--- config.mk ---
export PLATFORM = sky130hd
export DESIGN_NAME = id_ex_pipe
export DESIGN_NICKNAME = d
export VERILOG_FILES = /design/src/rtl/id_ex_pipe_pkg.sv /design/src/rtl/id_ex_pipe_load_use_detect.sv /design/src/rtl/id_ex_pipe.sv
export SDC_FILE = /design/constraint.sdc
export NUM_CORES = 1
export LEC_CHECK = 0
export BUFFER_PORTS_ARGS = -buffer_cell sky130_fd_sc_hd__buf_2
export CAP_MARGIN = 20
export CORE_MARGIN = 4
export CORE_UTILIZATION = 49
export DETAILED_ROUTE_END_ITERATION = 7
export MAX_ROUTING_LAYER = met4
export PLACE_DENSITY = 0.93
export RECOVER_POWER = 100
export SYNTH_ARGS = -nofsm -noshare
export SYNTH_HDL_FRONTEND = slang
export SYNTH_SLANG_ARGS = --single-unit
--- constraint.sdc ---
create_clock -name clk -period 3.1 [get_ports clk]
set_clock_uncertainty 0.05 [all_clocks]
set_input_delay 0 -clock clk [delete_from_list [all_inputs] [get_ports clk]]
set_output_delay 0 -clock clk [all_outputs]
set_load 0.05 [all_outputs]
--- src/rtl/id_ex_pipe_pkg.sv ---
// id_ex_pipe_pkg
//   Shared widths, ALU opcode encodings and the field values loaded into the
//   ID/EX register when a bubble (NOP) is inserted.
package id_ex_pipe_pkg;

    localparam int DATA_W = 16;
    localparam int REG_W  = 4;

    typedef enum logic [3:0] {
        ALU_NOP = 4'h0,
        ALU_ADD = 4'h1,
        ALU_SUB = 4'h2,
        ALU_AND = 4'h3,
        ALU_OR  = 4'h4,
        ALU_XOR = 4'h5,
        ALU_SLL = 4'h6,
        ALU_SRL = 4'h7,
        ALU_SLT = 4'h8,
        ALU_LUI = 4'h9
    } alu_op_e;

    // Bubble contents: an invalid instruction that writes nothing.
    localparam logic       BUBBLE_VALID    = 1'b0;
    localparam logic       BUBBLE_WRITEREG = 1'b0;
    localparam logic       BUBBLE_MEMREAD  = 1'b0;
    localparam logic       BUBBLE_MEMWRITE = 1'b0;
    localparam logic [3:0] BUBBLE_ALUOP    = ALU_NOP;

    localparam logic [15:0] BUBBLE_CNT_MAX = 16'hFFFF;

endpackage

--- src/rtl/id_ex_pipe_load_use_detect.sv ---
// load_use_detect
//   Combinational load-use hazard check between the instruction in EX and
//   the one in ID.
//   Inputs : EX-side load description, ID-side source usage, hold, flush.
//   Output : stall - freeze PC and IF/ID, insert a bubble into EX.
module load_use_detect #(
    parameter int REG_W = 4
) (
    input  logic             ex_valid,
    input  logic             ex_MemRead,
    input  logic             ex_WriteReg,
    input  logic [REG_W-1:0] ex_DstReg,
    input  logic             id_valid,
    input  logic [REG_W-1:0] id_SrcReg1,
    input  logic [REG_W-1:0] id_SrcReg2,
    input  logic             id_Uses1,
    input  logic             id_Uses2,
    input  logic             hold,
    input  logic             flush,
    output logic             stall
);

    logic load_in_ex;
    logic src_match;

    // R0 loads never create a dependency: the write is discarded anyway.
    assign load_in_ex = ex_valid & ex_MemRead & ex_WriteReg & (ex_DstReg != '0);
    assign src_match  = (id_Uses1 & (id_SrcReg1 == ex_DstReg)) |
                        (id_Uses2 & (id_SrcReg2 == ex_DstReg));

    // While frozen or flushing, the ID instruction is not advancing anyway.
    assign stall = load_in_ex & id_valid & src_match & ~hold & ~flush;

endmodule

--- src/rtl/id_ex_pipe.sv ---
// id_ex_pipe
//   ID/EX pipeline register with load-use bubble insertion.
//   clk, rst (sync, active-high), hold (freeze EX), flush (kill ID instr)
//   id_*  : decoded instruction in ID
//   ex_*  : registered instruction in EX
//   stall_id     : combinational, PC and IF/ID must hold this cycle
//   bubble_count : saturating count of load-use bubbles inserted
module id_ex_pipe
    import id_ex_pipe_pkg::*;
#(
    parameter int DATA_W = id_ex_pipe_pkg::DATA_W,
    parameter int REG_W  = id_ex_pipe_pkg::REG_W
) (
    input  logic              clk,
    input  logic              rst,
    input  logic              hold,
    input  logic              flush,
    input  logic              id_valid,
    input  logic [REG_W-1:0]  id_SrcReg1,
    input  logic [REG_W-1:0]  id_SrcReg2,
    input  logic              id_Uses1,
    input  logic              id_Uses2,
    input  logic [DATA_W-1:0] id_SrcData1,
    input  logic [DATA_W-1:0] id_SrcData2,
    input  logic [REG_W-1:0]  id_DstReg,
    input  logic              id_WriteReg,
    input  logic              id_MemRead,
    input  logic              id_MemWrite,
    input  logic [3:0]        id_AluOp,
    input  logic [DATA_W-1:0] id_Imm,
    output logic [REG_W-1:0]  ex_SrcReg1,
    output logic [REG_W-1:0]  ex_SrcReg2,
    output logic [DATA_W-1:0] ex_SrcData1,
    output logic [DATA_W-1:0] ex_SrcData2,
    output logic [REG_W-1:0]  ex_DstReg,
    output logic              ex_WriteReg,
    output logic              ex_MemRead,
    output logic              ex_MemWrite,
    output logic [3:0]        ex_AluOp,
    output logic [DATA_W-1:0] ex_Imm,
    output logic              ex_valid,
    output logic              stall_id,
    output logic [15:0]       bubble_count
);

    logic [REG_W-1:0]  src1_q, src1_d, src2_q, src2_d, dst_q, dst_d;
    logic [DATA_W-1:0] data1_q, data1_d, data2_q, data2_d, imm_q, imm_d;
    logic              wr_q, wr_d, mrd_q, mrd_d, mwr_q, mwr_d, vld_q, vld_d;
    logic [3:0]        alu_q, alu_d;
    logic [15:0]       cnt_q, cnt_d;
    logic              stall;

    load_use_detect #(.REG_W(REG_W)) u_detect (
        .ex_valid   (vld_q),
        .ex_MemRead (mrd_q),
        .ex_WriteReg(wr_q),
        .ex_DstReg  (dst_q),
        .id_valid   (id_valid),
        .id_SrcReg1 (id_SrcReg1),
        .id_SrcReg2 (id_SrcReg2),
        .id_Uses1   (id_Uses1),
        .id_Uses2   (id_Uses2),
        .hold       (hold),
        .flush      (flush),
        .stall      (stall)
    );

    always_comb begin
        src1_d  = src1_q;
        src2_d  = src2_q;
        data1_d = data1_q;
        data2_d = data2_q;
        dst_d   = dst_q;
        wr_d    = wr_q;
        mrd_d   = mrd_q;
        mwr_d   = mwr_q;
        alu_d   = alu_q;
        imm_d   = imm_q;
        vld_d   = vld_q;
        cnt_d   = cnt_q;
        if (hold) begin
            // Freeze: everything keeps its value, flush waits for hold to drop.
        end else if (flush || stall) begin
            src1_d  = '0;
            src2_d  = '0;
            data1_d = '0;
            data2_d = '0;
            dst_d   = '0;
            wr_d    = BUBBLE_WRITEREG;
            mrd_d   = BUBBLE_MEMREAD;
            mwr_d   = BUBBLE_MEMWRITE;
            alu_d   = BUBBLE_ALUOP;
            imm_d   = '0;
            vld_d   = BUBBLE_VALID;
            // stall is already masked by flush, so a flush never counts.
            if (stall && cnt_q != BUBBLE_CNT_MAX)
                cnt_d = cnt_q + 16'd1;
        end else begin
            src1_d  = id_SrcReg1;
            src2_d  = id_SrcReg2;
            data1_d = id_SrcData1;
            data2_d = id_SrcData2;
            dst_d   = id_DstReg;
            // Writes to R0 are dropped here so later hazard logic ignores them.
            wr_d    = id_valid & id_WriteReg & (id_DstReg != '0);
            mrd_d   = id_valid & id_MemRead;
            mwr_d   = id_valid & id_MemWrite;
            alu_d   = id_AluOp;
            imm_d   = id_Imm;
            vld_d   = id_valid;
        end
    end

    always_ff @(posedge clk) begin
        if (rst) begin
            src1_q  <= '0;
            src2_q  <= '0;
            data1_q <= '0;
            data2_q <= '0;
            dst_q   <= '0;
            wr_q    <= 1'b0;
            mrd_q   <= 1'b0;
            mwr_q   <= 1'b0;
            alu_q   <= '0;
            imm_q   <= '0;
            vld_q   <= 1'b0;
            cnt_q   <= '0;
        end else begin
            src1_q  <= src1_d;
            src2_q  <= src2_d;
            data1_q <= data1_d;
            data2_q <= data2_d;
            dst_q   <= dst_d;
            wr_q    <= wr_d;
            mrd_q   <= mrd_d;
            mwr_q   <= mwr_d;
            alu_q   <= alu_d;
            imm_q   <= imm_d;
            vld_q   <= vld_d;
            cnt_q   <= cnt_d;
        end
    end

    assign ex_SrcReg1   = src1_q;
    assign ex_SrcReg2   = src2_q;
    assign ex_SrcData1  = data1_q;
    assign ex_SrcData2  = data2_q;
    assign ex_DstReg    = dst_q;
    assign ex_WriteReg  = wr_q;
    assign ex_MemRead   = mrd_q;
    assign ex_MemWrite  = mwr_q;
    assign ex_AluOp     = alu_q;
    assign ex_Imm       = imm_q;
    assign ex_valid     = vld_q;
    assign stall_id     = stall;
    assign bubble_count = cnt_q;

endmodule

==> impl_metrics.yaml, run 1 <==
placement:
  dp.cells: 497
  pre_cts_ws_ns: 0.601
  dp_hpwl_um: 5820
  portBuffers: 158
  place_area_mm2: 0.00397
  place.gp.congestion: 0.831
timing:
  fin_tns_setup_ns: 0
  setup_viol: 0
  finalCritPeriodShare_pct: 90.1
  worstMarginPinSlew_ns: 0.687
  finalHoldViolCount: 0
  setup_ws_ns: 0.306
  slew_headroom_pct: 54.2
  rsz0062_at_grt: "false"
  maxSlewViolCount: 0
  layout_min_cycle_time_ns: 2.79
  fmax_mhz: 358
die:
  dieWidth_um: 88.4
  design.die.area_mm2: 0.00782
  num_io_pins: 159
  fp.coreArea_mm2: 0.00631
  start_util_pct: 50.2
  num_rows: 29
  die_h_um: 88.4
setup_path:
  worstPathCellList: "xnor2_1, nand2_1, nor4_1, a31oi_4, o21a_2, a32o_1, dlygate4sd3_1"
  rr_startpoint: "ex_DstReg[2]"
  critPathLaunchType: "register"
  worstSetupPathType: "register to register"
  regToRegSetupSlack_ns: 0.31
  cpMaxStageDelayCell: "dlygate4sd3_1"
  cp.arrival_ns: 2.97
  worstPathRequired_ns: 3.27
  max_stage_delay_ns: 0.55
  reg2reg_to: "ex_MemWrite"
  crit_family: "compound AO/OA/AOI/OAI gates"
  r2r.worst_path.cells: 7
  cp.depth: 7
  cp_num_buf_inv: 1
  cp_max_fo: 30
  endpoint_kind: "register"
global_routing:
  grt_use_total_pct: 27.4
  grt_pass1_vias: 3275
  grt_pass1_wl_um: 16000
  antenna_found_initial: 0
  grt_overflow: 0
  grt_max_degree: 69
finish:
  layout-drive-gt1-share_pct: 20.6
  multiInputGateArea_mm2: 0.00136
  area_growth_pct: 50.3
  nFillCells: 461
  layout.nets: 576
  diodes: 0
  finalInstanceArea_mm2: 0.00476
  final_cells: 583
  sequential_cell_area_mm2: 0.00168
job:
  cap_violations: 0
routing:
  drc: 0
  ant_nets: 0
  num_vias: 3233
  wl_um: 10400
  drt-pass1-iter-count: 4
  via_per_inst: 5.55
  drtIter0Drc: 159
  wire_per_inst_um: 17.8
pwr:
  peakVddDrop_mv: 0.402
  powerDensity_mw_per_mm2: 495
  power.leakage_nw: 1.97
cts:
  cts.path.max_buffers: 2
  cts_sinks: 84
  clkLatencyLatePin_ns: 0.34
  htreeDepth: 3
  root_buffer: "clkbuf_8"
  postCtsSetupBuffers: 0
  path_clk_slew_ns: 0.09
  numCtsBuffers: 9
  cts_tree: "done"
synthesis:
  ys.flop_type: "dfxtp_1"
  syn_nets: 356
  synth.distinct_cells: 35
  syn_area_mm2: 0.00317
  synth_seq_cells: 84
  syn_area_per_cell_um2: 11.3
  synth_top_area_share_pct: 53.1
  ys_seq_area_share_pct: 53.1
  yosys.area.top_type: "dfxtp_1"
  synth_warnings: 0
  ys_async_sr_fraction_pct: 0
  synth-edff-count: 0
  synth.area.top_cells: "dfxtp_1, a22o_1, mux2_2"
  synthCells: 281
hold_path:
  hold_path_end: "bubble_count[12]"
  hold_depth: 2
  hold_class: "input port to register"
  min-delay-start: "rst"
outcome:
  outcome: "finished, final reports clean"
how the worst max path moves through the flow:
stage               slack (ns)          from        endpoint
finish                    0.31  ex_DstReg[2]     ex_MemWrite
global placement          0.70  ex_DstReg[3]  ex_SrcData1[2]
CTS                       0.33  ex_DstReg[3]      ex_MemRead
floorplan                 0.44  ex_DstReg[1]        stall_id
detailed placement        0.60  ex_DstReg[3]   ex_SrcReg1[2]
global route              0.09  ex_DstReg[2]     ex_MemWrite
cell usage after synthesis (3+ instances only):
library cell / instances
nor4_1: 10
nand4_1: 6
nor2b_1: 16
nor3_1: 4
dfxtp_1: 84
nor2_1: 16
nand3_1: 7
mux2_2: 12
a22o_1: 65
buf_2: 5
clkbuf_1: 13
nand2_1: 4
xor2_1: 6
a32o_1: 3
buf_6: 4
power by group:
| part | leakage, nW | switching, mW | internal [mW] | total, mW |
|---|---|---|---|---|
| registers | 0.684 | 0.0247 | 1.11 | 1.14 |
| clock network | 0.104 | 0.398 | 0.459 | 0.858 |
| logic | 1.19 | 0.223 | 0.139 | 0.362 |
| total | 1.97 | 0.646 | 1.71 | 2.36 |
per-layer routing:
metal	wire [um]	vias up	GRT usage (%)
met5	0	-	-
met4	346	0	13.9
met3	711	32	4.28
met2	5220	178	45.1
met1	4110	1517	32.5
li1	-	1506	-
logic make-up (layout without fill, tap and decap cells):
family,count (synthesis),in the layout,synth area share [%]
fa+ha+maj,1,1,0.395
mux,14,14,4.98
simple gates,73,73,13.0
xor+xnor,8,8,2.21
compound gates,78,78,22.4
buf+inv,23,248,3.87
flops,84,84,53.1
worst reg2reg max path: stages (launching register included):
cell and delay, ns:
dfxtp_1 0.49, xnor2_1 0.17, nand2_1 0.07, nor4_1 0.35
a31oi_4 0.17, o21a_2 0.47, a32o_1 0.35, dlygate4sd3_1 0.55
registers in the layout (all words and copies together), names as in the netlist:
register	count
ex_SrcReg1	4
ex_SrcReg2	4
ex_SrcData2	16
ex_DstReg	4
ex_valid	1
ex_MemRead	1
ex_MemWrite	1
ex_SrcData1	16
ex_AluOp	4
bubble_count	16
ex_Imm	16
ex_WriteReg	1
timing repair:
| action | 4_1_cts | 5_1_grt |
|---|---|---|
| hold buffers | 70 | 0 |
| endpoints found under the hold margin | 68 | 0 |
| resized for setup | 0 | 0 |
placed cells by master (no fill, tap or decap), types with 2 or more instances in the layout:
| cell | synthesis | layout |
|---|---|---|
| and3_1 | 2 | 2 |
| a22o_1 | 65 | 65 |
| xor2_1 | 6 | 6 |
| buf_2 | 5 | 73 |
| and4_1 | 2 | 2 |
| dfxtp_1 | 84 | 84 |
| nor2b_1 | 16 | 15 |
| nor4b_1 | 2 | 2 |
| bufinv_16 | 0 | 2 |
| nand3_1 | 7 | 7 |
| dlygate4sd3_1 | 0 | 70 |
| nor2_1 | 16 | 16 |
| clkbuf_1 | 13 | 87 |
| or3_1 | 2 | 2 |
| nand4_1 | 6 | 6 |
| clkbuf_2 | 0 | 2 |
| xnor2_1 | 2 | 2 |
| nand2_1 | 4 | 4 |
| clkbuf_8 | 0 | 9 |
| nor3_1 | 4 | 5 |
| nor4_1 | 10 | 11 |
| a32o_1 | 3 | 3 |
| mux2_1 | 2 | 4 |
| mux2_2 | 12 | 10 |
cell type report:
type,instances,share of cell area [%]
Clock buffer,11,2.76
Inverter,1,0.0788
Sequential cell,84,35.3
Multi-Input combinational cell,174,28.6
Timing Repair Buffer,231,29.5
Clock inverter,5,1.79
Tap cell,77,2.02
per-stage QoR:
stage                     hold slack (ns)  util [%]  power, mW
final                               0.139      75.4       2.36
after global routing                0.176      75.4       2.43
after CTS                           0.119      77.4       2.36
after detailed placement            0.170      62.8       1.45
after global placement              0.165      62.8       1.45
after floorplan                    0.0826         -       1.36
(Power assumes the default switching activity.)
==> inputs of run 2 (changes only) <==
--- a/config.mk
+++ b/config.mk
@@ -7,12 +7,15 @@
 export LEC_CHECK = 0
 export BUFFER_PORTS_ARGS = -buffer_cell sky130_fd_sc_hd__buf_2
 export CAP_MARGIN = 20
+export CELL_PAD_IN_SITES_DETAIL_PLACEMENT = 1
+export CELL_PAD_IN_SITES_GLOBAL_PLACEMENT = 2
 export CORE_MARGIN = 4
-export CORE_UTILIZATION = 49
+export CORE_UTILIZATION = 28
 export DETAILED_ROUTE_END_ITERATION = 7
 export MAX_ROUTING_LAYER = met4
 export PLACE_DENSITY = 0.93
 export RECOVER_POWER = 100
 export SYNTH_ARGS = -nofsm -noshare
 export SYNTH_HDL_FRONTEND = slang
+export SYNTH_HIERARCHICAL = 1
 export SYNTH_SLANG_ARGS = --single-unit
==> run 2 against run 1 <==
Global-route usage fell by 8.7 points; critical path type unchanged; first-iteration DRC count is 5.0% higher; worst setup slack better by 0.0046 ns; count of clock-buffer cells in the layout decreased by 1; wire length grew 16%; largest cell class unchanged; synthesized cell count up 19%; utilization is 32 points lower; die area is 71% higher; via count up 6.0%; power is 12% higher; sequential share of layout area fell by 1.6 points.
==> impl_metrics.yaml, run 2 <==
synthesis:
  syn_nets: 409
  yosys.area.top_type: "dfxtp_1"
  ys.flop_type: "dfxtp_1"
  ys_async_sr_fraction_pct: 0
  ys_seq_area_share_pct: 52.0
  synth_warnings: 6
  synth.area.top_cells: "dfxtp_1, a22oi_1, nor2_1"
  synth-simple-area-share_pct: 18.7
  synth_common_cells: "dfxtp_1, nor2_1, a22oi_1"
  syn_area_per_cell_um2: 9.69
  synth_top_area_share_pct: 52.0
  syn_area_mm2: 0.00324
  synth_seq_cells: 84
  yosys.area_share.xor_xnor_pct: 5.68
  synth-compound-area-share_pct: 19.1
  synth_top_family_by_area: "compound AO/OA/AOI/OAI gates"
  yosys-mux-area-fraction_pct: 0.309
  synthAdderAreaFrac_pct: 0.387
  synth-edff-count: 0
  synth.distinct_cells: 40
  synthCells: 334
global_routing:
  grt_use_total_pct: 18.8
  grt_pass1_vias: 3678
  grt_overflow: 0
  grt_max_degree: 85
  antenna_found_initial: 0
  grt_pass1_wl_um: 19000
finish:
  multiInputGateArea_mm2: 0.00139
  layout-drive-gt1-share_pct: 17.8
  sequential_cell_area_mm2: 0.00168
  area_growth_pct: 54.0
  final_cell_mix: "clkbuf_1, nor2_1, dfxtp_1"
  diodes: 0
  final_cells: 700
  nFillCells: 1375
  final_common_cell: "clkbuf_1"
  layout.nets: 628
setup_path:
  crit_start: "ex_DstReg[0]"
  crit_family: "buffers and inverters"
  cp.arrival_ns: 3.00
  endpoint_kind: "register"
  reg2reg_to: "ex_WriteReg"
  worstPathRequired_ns: 3.31
  cp_max_fo: 46
  cp_num_buf_inv: 2
  rr_startpoint: "ex_DstReg[0]"
  worstSetupPathType: "register to register"
  max_stage_delay_ns: 0.59
  worstPathCellList: "or4_1, nand4_1, a21oi_1, nor3_4, buf_4, nand4_1, dlygate4sd3_1, a21oi_1"
  regToRegSetupSlack_ns: 0.31
  cpMaxStageDelayCell: "dlygate4sd3_1"
  r2r.worst_path.cells: 8
  critPathLaunchType: "register"
cts:
  clkLatencyLatePin_ns: 0.34
  cts.path.max_buffers: 2
  cts_tree: "done"
  numCtsBuffers: 9
  htreeDepth: 3
  root_buffer: "clkbuf_16"
  path_clk_slew_ns: 0.06
  postCtsSetupBuffers: 0
  cts_sinks: 84
die:
  design.die.area_mm2: 0.0133
  num_rows: 39
  dieWidth_um: 116
  start_util_pct: 28.5
  num_io_pins: 159
  die_h_um: 116
  fp.coreArea_mm2: 0.0114
timing:
  layout_min_cycle_time_ns: 2.79
  finalCritPeriodShare_pct: 90.0
  worstMarginPinSlew_ns: 0.898
  setup_viol: 0
  fin_tns_setup_ns: 0
  fmax_mhz: 359
  rsz0062_at_grt: "false"
  slew_headroom_pct: 40.1
  maxSlewViolCount: 0
  finalHoldViolCount: 0
pwr:
  power_mw: 2.63
  power.leakage_nw: 2.00
  powerDensity_mw_per_mm2: 528
  peakVddDrop_mv: 0.240
hold_path:
  hold_class: "input port to register"
  min-delay-start: "flush"
  hold_path_end: "ex_SrcReg1[3]"
  hold_depth: 5
placement:
  portBuffers: 158
  dp_hpwl_um: 7310
  place.gp.congestion: 0.809
  dp.cells: 614
routing:
  wl_um: 12000
  ant_nets: 0
  num_vias: 3427
  via_per_inst: 4.90
  drt-pass1-iter-count: 4
  wire_per_inst_um: 17.2
  drc: 0
  drtIter0Drc: 167
job:
  cap_violations: 0
outcome:
  outcome: "finished, final reports clean"
## run 2: cell types whose count changed in the layout (fill, tap and decap cells not counted), sizes merged, moves of 12 or more
cell,change
xor2,+12
a22oi,+65
nor2,+68
a22o,-65
mux2,-14
nor2b,-15
## run 2: cells by family after synthesis
kind of cell	count (synthesis)
multiplexers	1
flip-flops	84
buffers and inverters	25
AND/OR/NAND/NOR	122
AO/OA/AOI/OAI	80
XOR/XNOR	21
adder cells (fa/ha/maj)	1
## run 2: layout make-up
cell class	instances	area share, %
clock inverters	5	1.56
well taps	143	3.59
clock buffers	10	4.59
flip-flops and latches	84	33.7
repair buffers	233	28.6
multi-input cells	225	28.0
## run 2: layer usage
| layer | vias up | global-route usage (%) | part of all wire (%) | wire, um |
|---|---|---|---|---|
| met1 | 1678 | 20.3 | 40 | 4760 |
| li1 | 1635 | - | - | - |
| met4 | 0 | 7.90 | 2.3 | 280 |
| met3 | 21 | 3.86 | 4.9 | 589 |
| met2 | 93 | 33.3 | 53 | 6400 |
| met5 | - | - | 0 | 0 |
## run 2: worst max-delay path by stage
stage / end / slack (ns) / depth (start not counted)
2_1_floorplan: bubble_count[5] / 0.30 / 8
6_report: ex_WriteReg / 0.31 / 8
4_1_cts: ex_WriteReg / 0.38 / 8
3_3_place_gp: bubble_count[7] / 0.95 / 9
3_5_place_dp: bubble_count[7] / 0.81 / 9
5_1_grt: ex_WriteReg / 0.12 / 8
## run 2: stage by stage
step	instance area (um^2)	hold slack [ns]	utilization, %	worst slack, ns
CTS	5130	0.229	45.1	0.381
detailed placement	4110	0.190	36.2	0.810
floorplan	3240	0.0941	-	0.303
global route	4990	0.261	43.9	0.123
finish	4990	0.248	43.9	0.311
global placement	4110	0.180	36.2	0.949
## run 2: repair_timing
| action | 4_1_cts | 5_1_grt |
|---|---|---|
| resized for setup | 0 | 0 |
| hold buffers | 71 | 0 |
| endpoints found under the hold margin | 68 | 0 |
## run 2: worst min-delay path: stages
cell     delay, ns
buf_2         0.12
nor3_4        0.04
buf_4         0.20
a22oi_1       0.17
nor2_1        0.05
## run 2: power breakdown
part | leakage, nW | switching (mW) | internal [mW]
Combinational | 1.17 | 0.239 | 0.141
Clock | 0.148 | 0.422 | 0.698
Sequential | 0.684 | 0.0213 | 1.11
==> inputs of run 3 (changes only) <==
--- a/config.mk
+++ b/config.mk
@@ -9,6 +9,7 @@
 export CAP_MARGIN = 20
 export CELL_PAD_IN_SITES_DETAIL_PLACEMENT = 1
 export CELL_PAD_IN_SITES_GLOBAL_PLACEMENT = 2
+export CORE_ASPECT_RATIO = 1.25
 export CORE_MARGIN = 4
 export CORE_UTILIZATION = 28
 export DETAILED_ROUTE_END_ITERATION = 7
==> run 3 against run 2 <==
Sequential power is essentially flat; utilization grew 0.76 points; register-to-register slack gained 0.07 ns; clock power grew 4%; worst setup slack gained 0.069 ns; wire length shrank 2.2%; flip-flop and latch count is the same; via count grew 1.5%; critical endpoint is now ex_MemRead; largest power group is now the clock network; highest routed layer unchanged.
==> impl_metrics.yaml, run 3 (synthesis gave the netlist of run 2 again) <==
die:
  design.die.area_mm2: 0.0134
  dieWidth_um: 104
  die_h_um: 128
  num_io_pins: 159
  start_util_pct: 28.9
  num_rows: 43
  fp.coreArea_mm2: 0.0112
timing:
  fin_tns_setup_ns: 0
  fmax_mhz: 368
  finalHoldViolCount: 0
  maxSlewViolCount: 0
  finalCritPeriodShare_pct: 87.7
  setup_viol: 0
  rsz0062_at_grt: "false"
  worstMarginPinSlew_ns: 0.863
  layout_min_cycle_time_ns: 2.72
  slew_headroom_pct: 42.4
cts:
  numCtsBuffers: 9
  root_buffer: "clkbuf_16"
  cts_sinks: 84
  clkLatencyLatePin_ns: 0.32
  cts.path.max_buffers: 2
  path_clk_slew_ns: 0.06
  htreeDepth: 3
  cts_tree: "done"
global_routing:
  grt_pass1_vias: 3830
  grt_overflow: 0
  grt_max_degree: 85
  grt_pass1_wl_um: 18900
  antenna_found_initial: 1
  grt_use_total_pct: 17.8
finish:
  area_growth_pct: 54.2
  layout.nets: 628
  layout-drive-gt1-share_pct: 17.7
  utilization_pct: 44.6
  final_common_cell: "clkbuf_1"
  final_cell_mix: "clkbuf_1, nor2_1, dfxtp_1"
  finalInstanceArea_mm2: 0.00499
  final_cells: 694
outcome:
  outcome: "finished, final reports clean"
setup_path:
  cp.arrival_ns: 2.93
  cp_max_fo: 42
  critPathLaunchType: "register"
  worstSetupPathType: "register to register"
  worstPathRequired_ns: 3.31
  r2r.worst_path.cells: 8
  endpoint_kind: "register"
routing:
  wl_um: 11800
  num_vias: 3477
  wl_met3_um: 536
  highest_layer: "met4"
  drc: 0
  ant_nets: 0
  wl_met2_um: 6610
  drtIter0Drc: 148
  met1_length_um: 4390
  via_per_inst: 5.01
  drt-pass1-iter-count: 4
  wire_per_inst_um: 17.0
placement:
  dp_hpwl_um: 7250
  dp.cells: 606
  place.gp.congestion: 0.787
  place_area_mm2: 0.00410
  portBuffers: 158
pwr:
  powerDensity_mw_per_mm2: 535
  power_mw: 2.67
  peakVddDrop_mv: 0.232
  power.leakage_nw: 2.00
job:
  cap_violations: 0
hold_path:
  hold_depth: 3
  hold_class: "input port to register"
==> run 3: repair_timing <==
| action | CTS | global route |
|---|---|---|
| hold endpoints to repair | 68 | 0 |
| gates resized for setup | 0 | 0 |
| setup buffers | 0 | 0 |
| hold buffers | 71 | 0 |
==> run 3: path summary, 6_finish.rpt <==
check	start	endpoint	slack [ns]
hold reg to reg	ex_WriteReg	ex_WriteReg	0.43
setup / recovery	ex_DstReg[0]	ex_MemRead	0.38
setup reg to reg	ex_DstReg[0]	ex_MemRead	0.38
hold / removal	rst	ex_SrcData1[1]	0.30
==> run 3: cell type report <==
cell class                      instances  area [um^2]
Clock buffer                           11          243
Timing Repair Buffer                  233         1420
Multi-Input combinational cell        225         1390
Fill cell                            1363         6200
Clock inverter                          5         85.1
Antenna cell                            1         2.50
Sequential cell                        84         1680
Tap cell                              135          169
==> run 3: critical path: stages, from the launching register on <==
cell,delay [ns]
dfxtp_1,0.37
or4_1,0.54
nand4_1,0.10
a21oi_1,0.11
nor3_4,0.20
buf_4,0.43
a32oi_1,0.16
dlygate4sd3_1,0.60
nor2_1,0.08
==> run 3: power by group <==
part	total [mW]	switching [mW]	internal, mW
combinational	0.379	0.238	0.141
sequential	1.13	0.0217	1.11
clock	1.16	0.425	0.731
==> run 3: metrics by stage <==
step	setup slack, ns	hold WS, ns
final	0.380	0.299
after floorplan	0.303	0.0941
after global placement	0.944	0.180
after global routing	0.137	0.351
after CTS	0.426	0.269
after detailed placement	0.867	0.192
==> run 3: layer usage <==
layer  GRT usage (%)  vias to the layer above
met5               -                        -
met4            6.57                        0
met3            3.58                       21
met2            33.3                      108
met1            18.5                     1713
li1                -                     1635
